$ cat src/rtl/fetch_pkg.sv
// Shared constants for the instruction fetch front end: instruction size,
// default reset PC and the mask that word-aligns redirect targets.
package fetch_pkg;

  localparam int unsigned INSTR_BYTES      = 4;
  localparam logic [63:0] DEFAULT_RESET_PC = '0;
  localparam logic [63:0] PC_ALIGN_MASK    = ~64'(INSTR_BYTES - 1);

endpackage

$ cat src/rtl/fetch_fifo.sv
// Circular prefetch buffer: DEPTH entries of W bits, synchronous flush,
// asynchronous active-low reset of pointers and occupancy.
module fetch_fifo #(
  parameter int unsigned W     = 96,
  parameter int unsigned DEPTH = 4
) (
  input  logic                       clk,
  input  logic                       rst_n,
  input  logic                       flush,
  input  logic                       push,
  input  logic                       pop,
  input  logic [W-1:0]               din,
  output logic [W-1:0]               dout,
  output logic [$clog2(DEPTH):0]     count
);

  localparam int unsigned AW = $clog2(DEPTH);

  logic [W-1:0]  mem [DEPTH];
  logic [AW-1:0] head_ptr;
  logic [AW-1:0] tail_ptr;

  always_ff @(posedge clk or negedge rst_n) begin
    if (!rst_n) begin
      head_ptr <= '0;
      tail_ptr <= '0;
      count    <= '0;
    end else if (flush) begin
      head_ptr <= '0;
      tail_ptr <= '0;
      count    <= '0;
    end else begin
      if (push) tail_ptr <= tail_ptr + 1'b1;
      if (pop)  head_ptr <= head_ptr + 1'b1;
      case ({push, pop})
        2'b10:   count <= count + 1'b1;
        2'b01:   count <= count - 1'b1;
        default: count <= count;
      endcase
    end
  end

  // Storage needs no reset: occupancy alone decides which entries are live.
  always_ff @(posedge clk) begin
    if (push) mem[tail_ptr] <= din;
  end

  assign dout = mem[head_ptr];

endmodule

$ cat src/rtl/fetch_queue.sv
// Fetch stage: PC register plus a prefetch queue of {pc, instruction} pairs
// feeding decode; a redirect flushes the queue and reloads the PC.
module fetch_queue
  import fetch_pkg::*;
#(
  parameter int unsigned N        = 64,
  parameter int unsigned IW       = 32,
  parameter int unsigned DEPTH    = 4,
  parameter logic [N-1:0] RESET_PC = N'(DEFAULT_RESET_PC)
) (
  input  logic                     clk,
  input  logic                     reset,
  input  logic                     PCSrc_F,
  input  logic [N-1:0]             PCbranch_F,
  output logic [N-1:0]             imem_addr_F,
  input  logic [IW-1:0]            imem_data_F,
  output logic                     out_valid,
  input  logic                     out_ready,
  output logic [N-1:0]             out_pc,
  output logic [IW-1:0]            out_instr,
  output logic [$clog2(DEPTH):0]   count
);

  localparam int unsigned CW = $clog2(DEPTH) + 1;

  logic [N-1:0]    pc;
  logic [N+IW-1:0] head;
  logic            full;
  logic            push;
  logic            pop;

  assign full      = (count == CW'(DEPTH));
  assign out_valid = (count != '0);
  assign pop       = out_valid && out_ready && !PCSrc_F;
  // A pop frees a slot in the same edge, so a full queue can still accept.
  assign push      = !PCSrc_F && (!full || pop);

  always_ff @(posedge clk or negedge reset) begin
    if (!reset)        pc <= RESET_PC;
    else if (PCSrc_F)  pc <= PCbranch_F & PC_ALIGN_MASK[N-1:0];
    else if (push)     pc <= pc + N'(INSTR_BYTES);
  end

  assign imem_addr_F = pc;

  fetch_fifo #(
    .W     (N + IW),
    .DEPTH (DEPTH)
  ) u_fifo (
    .clk   (clk),
    .rst_n (reset),
    .flush (PCSrc_F),
    .push  (push),
    .pop   (pop),
    .din   ({imem_addr_F, imem_data_F}),
    .dout  (head),
    .count (count)
  );

  assign out_pc    = head[N+IW-1:IW];
  assign out_instr = head[IW-1:0];

endmodule
$ cat config.mk
export PLATFORM = sky130hd
export DESIGN_NAME = fetch_queue
export DESIGN_NICKNAME = d
export VERILOG_FILES = /design/src/rtl/fetch_pkg.sv /design/src/rtl/fetch_fifo.sv /design/src/rtl/fetch_queue.sv
export SDC_FILE = /design/constraint.sdc
export NUM_CORES = 1
export LEC_CHECK = 0
export ABC_CLOCK_PERIOD_IN_PS = 4100
export CORE_MARGIN = 10
export CORE_UTILIZATION = 30
export DETAILED_ROUTE_END_ITERATION = 8
export PLACE_DENSITY = 0.54
export RECOVER_POWER = 25
export SYNTH_ARGS = -nofsm -noshare
export SYNTH_HDL_FRONTEND = slang
export SYNTH_SLANG_ARGS = --single-unit
$ cat constraint.sdc
create_clock -name clk -period 4.1 [get_ports clk]
set_input_delay 0.615 -clock clk [delete_from_list [all_inputs] [get_ports clk]]
set_output_delay 0.615 -clock clk [all_outputs]
set_load 0.01 [all_outputs]
; ---- Word level (Yosys, flattened, before mapping)
; Memories as Yosys holds them, arrays and structs flattened.
; Cells that the tools add are included.
[totals]
regBits = 71
ram_bits = 384
input_bits = 100
output_inout_bits = 164
word_cells = 33
mem_count = 1
[op_classes]
n_addsub = 5
eq_ne = 3
n_mux = 10
n_reduce_logical = 10
[memory_table]
columns = name, depth, word_bits, read_ports, rd_clocked_by_memory_dff, write_ports, line_no
row1 = u_fifo.mem, 4, 96, 1, 0, 1, fetch_fifo.sv:19  ; logic [W-1:0] mem [DEPTH];
[ops]
columns = cell, n
row1 = $mux W64, 2
row2 = $add A64 B3 Y64 const B, 1
row3 = $mux W2, 4
row4 = $pmux W3 S2, 1
row5 = $reduce_bool A3 Y1, 2
row6 = $add A2 B1 Y2 const B, 2
row7 = $reduce_bool A2 Y1, 2
row8 = $add A3 B1 Y3 const B, 1
row9 = $eq A3 B3 Y1 const B, 1
row10 = $logic_and A1 B1 Y1, 3
row11 = $mux W3, 1
row12 = $sub A3 B1 Y3 const B, 1
row13 = $eq A2 B1 Y1 const B, 1
row14 = $eq A2 B2 Y1 const B, 1
row15 = $logic_not A1 Y1, 2
row16 = $mux W1, 2
row17 = $logic_or A1 B1 Y1, 1

; ---- Logic depth before layout (Yosys ltp)
[logic_depth]
word_depth = 8
depth_mapped = 9
ltp_nobuf = 7

; ---- Hierarchy
; A second synthesis with hierarchy kept.
[unflattened]
cells_unflattened = 1013
hier_area_um2 = 18215.0
[modules_own_cells]
columns = mod, instances, cells_per_inst, area_per_inst_um2
row1 = fetch_fifo, 1, 541, 14251.2
row2 = fetch_queue, 1, 472, 3963.8

; ---- Least setup slack after synthesis
; No wires, ideal clock.
[synth_timing]
path_kind = input port to flip-flop
startpoint = in PCSrc_F
endpoint = mem u_fifo.mem[0][0], enable pin
t_arrival_ps = 3556
required_ps = 3636
slack_ps = 80
cell_stages = 5
n_path_buf = 3
cell_sequence = clkbuf_1 > clkbuf_1 > clkbuf_1 > nor2_1 > and2_1
[synth_between]
elab_chain_cells = 6
[synth_rtl]
columns = element, line_no
row1 = start: declaration, fetch_queue.sv:13  ; input logic PCSrc_F,
row2 = $logic_not A1 Y1 *, "fetch_queue.sv:34, fetch_queue.sv:36"
row3 = $logic_and A1 B1 Y1, fetch_queue.sv:34  ; assign pop = out_valid && out_ready && !PCSrc_F;
row4 = $logic_or A1 B1 Y1, fetch_queue.sv:36  ; assign push = !PCSrc_F && (!full || pop);
row5 = $logic_and A1 B1 Y1 *, fetch_queue.sv:36
row6 = $mux W1 *, fetch_fifo.sv:45  ; if (push) mem[tail_ptr] <= din;
row7 = $mux W1 (implied by the code) *, fetch_fifo.sv:45
row8 = end: declaration, fetch_fifo.sv:19
; Mark *: on every way between the ends. The rest lies on a longest branch, timed or not.

; ---- Worst setup path in the final report
[layout_timing]
startpoint = reg u_fifo.head_ptr[0]
endpoint = out out_instr[28]
[layout_between]
elab_chain_cells = 1
[layout_rtl]
columns = element, line_no
row1 = start: declaration, fetch_fifo.sv:20  ; logic [AW-1:0] head_ptr;
row2 = start signal: assignment, fetch_fifo.sv:34  ; if (pop) head_ptr <= head_ptr + 1'b1;
row3 = $mem_v2 Z4 W96, -
row4 = end: declaration, fetch_queue.sv:20  ; output logic [IW-1:0] out_instr,
; No other way between the ends.

==> impl_metrics.env <==
export IMPL_avgSynthCellArea_sq_um=17.7
export IMPL_post_cts_setup_buffer_count=0
export IMPL_cellPowerDensity_mw_per_mm2=566
export IMPL_synth_cell_types=52
export IMPL_coreArea_sq_mm=0.0590
export IMPL_post_dp_hpwl_mm=33.3
export IMPL_setup_viol=0
export IMPL_die_h_um=264
export IMPL_grt_max_degree=136
export IMPL_leakagePower_nw=7.56
export IMPL_final_nets=1407
export IMPL_wl_per_cell_um=23.4
export IMPL_syn_to_final_growth_pct=29.7
export IMPL_min_path_type="in -> async"
export IMPL_cts_buffers_inserted=50
export IMPL_syn_inst=1013
export IMPL_drtPass1Iterations=5
export IMPL_ys_ff_latch=445
export IMPL_vias=10400
export IMPL_netlist_top_cells_area="edfxtp_1 (63%), mux4_2 (12%), dfrtp_1 (9.7%), nand2_1 (1.7%), o21ai_0 (1.3%)"
export IMPL_drcViolationCount=0
export IMPL_path_clk_slew_ps=60
export IMPL_grt_pass1_wl_mm=73.2
export IMPL_h_tree_depth=2
export IMPL_drv_slew=0
export IMPL_yosysTopAreaCellShare_pct=63.1
export IMPL_rows=89
export IMPL_startpoint_type="register"
export IMPL_worstPathRequired_ps=3480
export IMPL_yosysWarnings=0
export IMPL_slew_limit_headroom_pct=33.4
export IMPL_synth_top_area_cell="edfxtp_1"
export IMPL_hold_buffers=0
export IMPL_grt_ovfl_total=0
export IMPL_final_cells=2114
export IMPL_yosysSeqAreaShare_pct=72.8
export IMPL_path_class="reg -> out"
export IMPL_setup_ws_ps=800
export IMPL_synth_edf_count=376
export IMPL_final_layout_size_suffix_gt1_share_pct=15.9
export IMPL_wirelength_mm=49.4
export IMPL_placed_cells=2021
export IMPL_max_freq_mhz=303
export IMPL_cts_max_path_buffers=3
export IMPL_fp_dieArea_sq_mm=0.0698
export IMPL_async_flop_share_pct=15.5
export IMPL_worst_slew_pin_slew_ps=999
export IMPL_max_cap_violations=0
export IMPL_post_cts_resized=0
export IMPL_clock_root_buffer="clkbuf_16"
export IMPL_io_buffers=257
export IMPL_antenna_found_initial=2
export IMPL_routed_via_density=4.91
export IMPL_place_congestion=0.781
export IMPL_ir_drop_v=0.000342
export IMPL_ant_nets=0
export IMPL_period_minus_slack_ps=3300
export IMPL_cts_sinks=445
export IMPL_cp_arrival_ps=2690
export IMPL_io_pins=264
export IMPL_die_w_um=264
export IMPL_mostFrequentLayoutCell="edfxtp_1"
export IMPL_crit_path_end_kind="output pin"
export IMPL_cts_tree="done"
export IMPL_tns_ps=0
export IMPL_grt_use_total_pct=13.8
export IMPL_netlist_area_sq_mm=0.0179
export IMPL_outcome="completed"
export IMPL_clk_latency_ps=590
export IMPL_worst_hold_slack_ps=179
export IMPL_fin_skew_ps=30.7
export IMPL_drt_iter0_markers=609
export IMPL_diodes=0
export IMPL_place_ws_ps=667
export IMPL_initial_core_util_pct=30.3
export IMPL_fin_crit_sh_pct=80.5
export IMPL_layout_common_cells="edfxtp_1 (376), clkdlybuf4s50_1 (223), mux4_2 (94), nand2_1 (79), dfrtp_1 (67)"
export IMPL_ys_dominant_reg_cell="edfxtp_1"
export IMPL_grt_pass1_vias=10900
export IMPL_hold_viol_final=0
export IMPL_worstPathMaxFanout=23
export IMPL_grt_setup_unrepaired="no"
==> state kept, by name, summed over array words and instances (netlist names) <==
name / cells
u_fifo.count: 3
u_fifo.mem: 376
u_fifo.tail_ptr: 2
imem_addr_F: 62
u_fifo.head_ptr: 2
==> metal layers <==
layer	up-vias	track usage, %	part of all wire, %
met5	-	0	0.024
met4	2	3.52	2.0
met3	62	3.86	6.2
met2	307	21.7	47
met1	5380	18.6	45
li1	4627	-	-
==> power by group <==
group | total [W] | internal (W) | switching [W]
Sequential | 0.00570 | 0.00540 | 0.000293
Combinational | 0.00304 | 0.00164 | 0.00141
Clock | 0.00438 | 0.00257 | 0.00181
==> synth_stat cells, drive strengths merged, types with 12 or more instances <==
library cell    n
nor4           19
o21ai          46
nand2          79
or3            12
nor2b          19
nand4          28
xor2           26
nor2           24
mux4           94
clkbuf         32
nor3           12
dfrtp          69
nand3          36
inv            12
edfxtp        376
buf            20
xnor2          17
==> critical path, cell delays in order (launching register included) <==
cell and delay (ps):
dfrtp_4 520, buf_4 480, mux4_2 600, clkdlybuf4s50_1 500
==> cell families (layout without fill, tap and decap cells) <==
kind of cell             after synthesis  in the layout  share of synthesized area (%)
AO/OA/AOI/OAI                         81             81                           2.81
XOR/XNOR                              43             43                           2.11
adder cells (fa/ha/maj)                7              7                          0.490
buffers and inverters                 64            389                           1.48
flip-flops                           445            445                           72.8
multiplexers                         102            102                           12.3
other                                  1              4                         0.0210
AND/OR/NAND/NOR                      270            270                           7.99
==> path summary, 6_finish.rpt <==
kind | from | end | slack [ps] | cells after the start
setup / recovery | u_fifo.head_ptr[0] | out_instr[28] | 800 | 3
hold / removal | reset | imem_addr_F[15] | 180 | 1
setup reg to reg | imem_addr_F[8] | imem_addr_F[60] | 1150 | 5
hold reg to reg | u_fifo.tail_ptr[1] | u_fifo.tail_ptr[1] | 570 | 2
max in group asynchronous | reset | u_fifo.head_ptr[0] | 3140 | 1
min in group clk | PCSrc_F | u_fifo.tail_ptr[1] | 490 | 4
==> metrics by stage <==
| step | area, sq um | utilization [%] | power [W] |
|---|---|---|---|
| finish | 23200 | 39.3 | 0.0131 |
| global route | 23200 | 39.3 | 0.0137 |
| detailed placement | 21600 | 36.6 | 0.00894 |
| floorplan | 17900 | - | 0.00724 |
| CTS | 23200 | 39.3 | 0.0134 |
| global placement | 21600 | 36.6 | 0.00890 |
==> final cells by class <==
| cell class | count | area, sq um |
|---|---|---|
| clock buffer | 65 | 1340 |
| clock inverter | 28 | 279 |
| fill | 5406 | 35800 |
| inverter | 12 | 45.0 |
| multi-input combinational | 507 | 4630 |
| sequential | 445 | 13000 |
| tap | 773 | 967 |
| timing repair buffer | 284 | 2910 |
(Power assumes the default switching activity.)
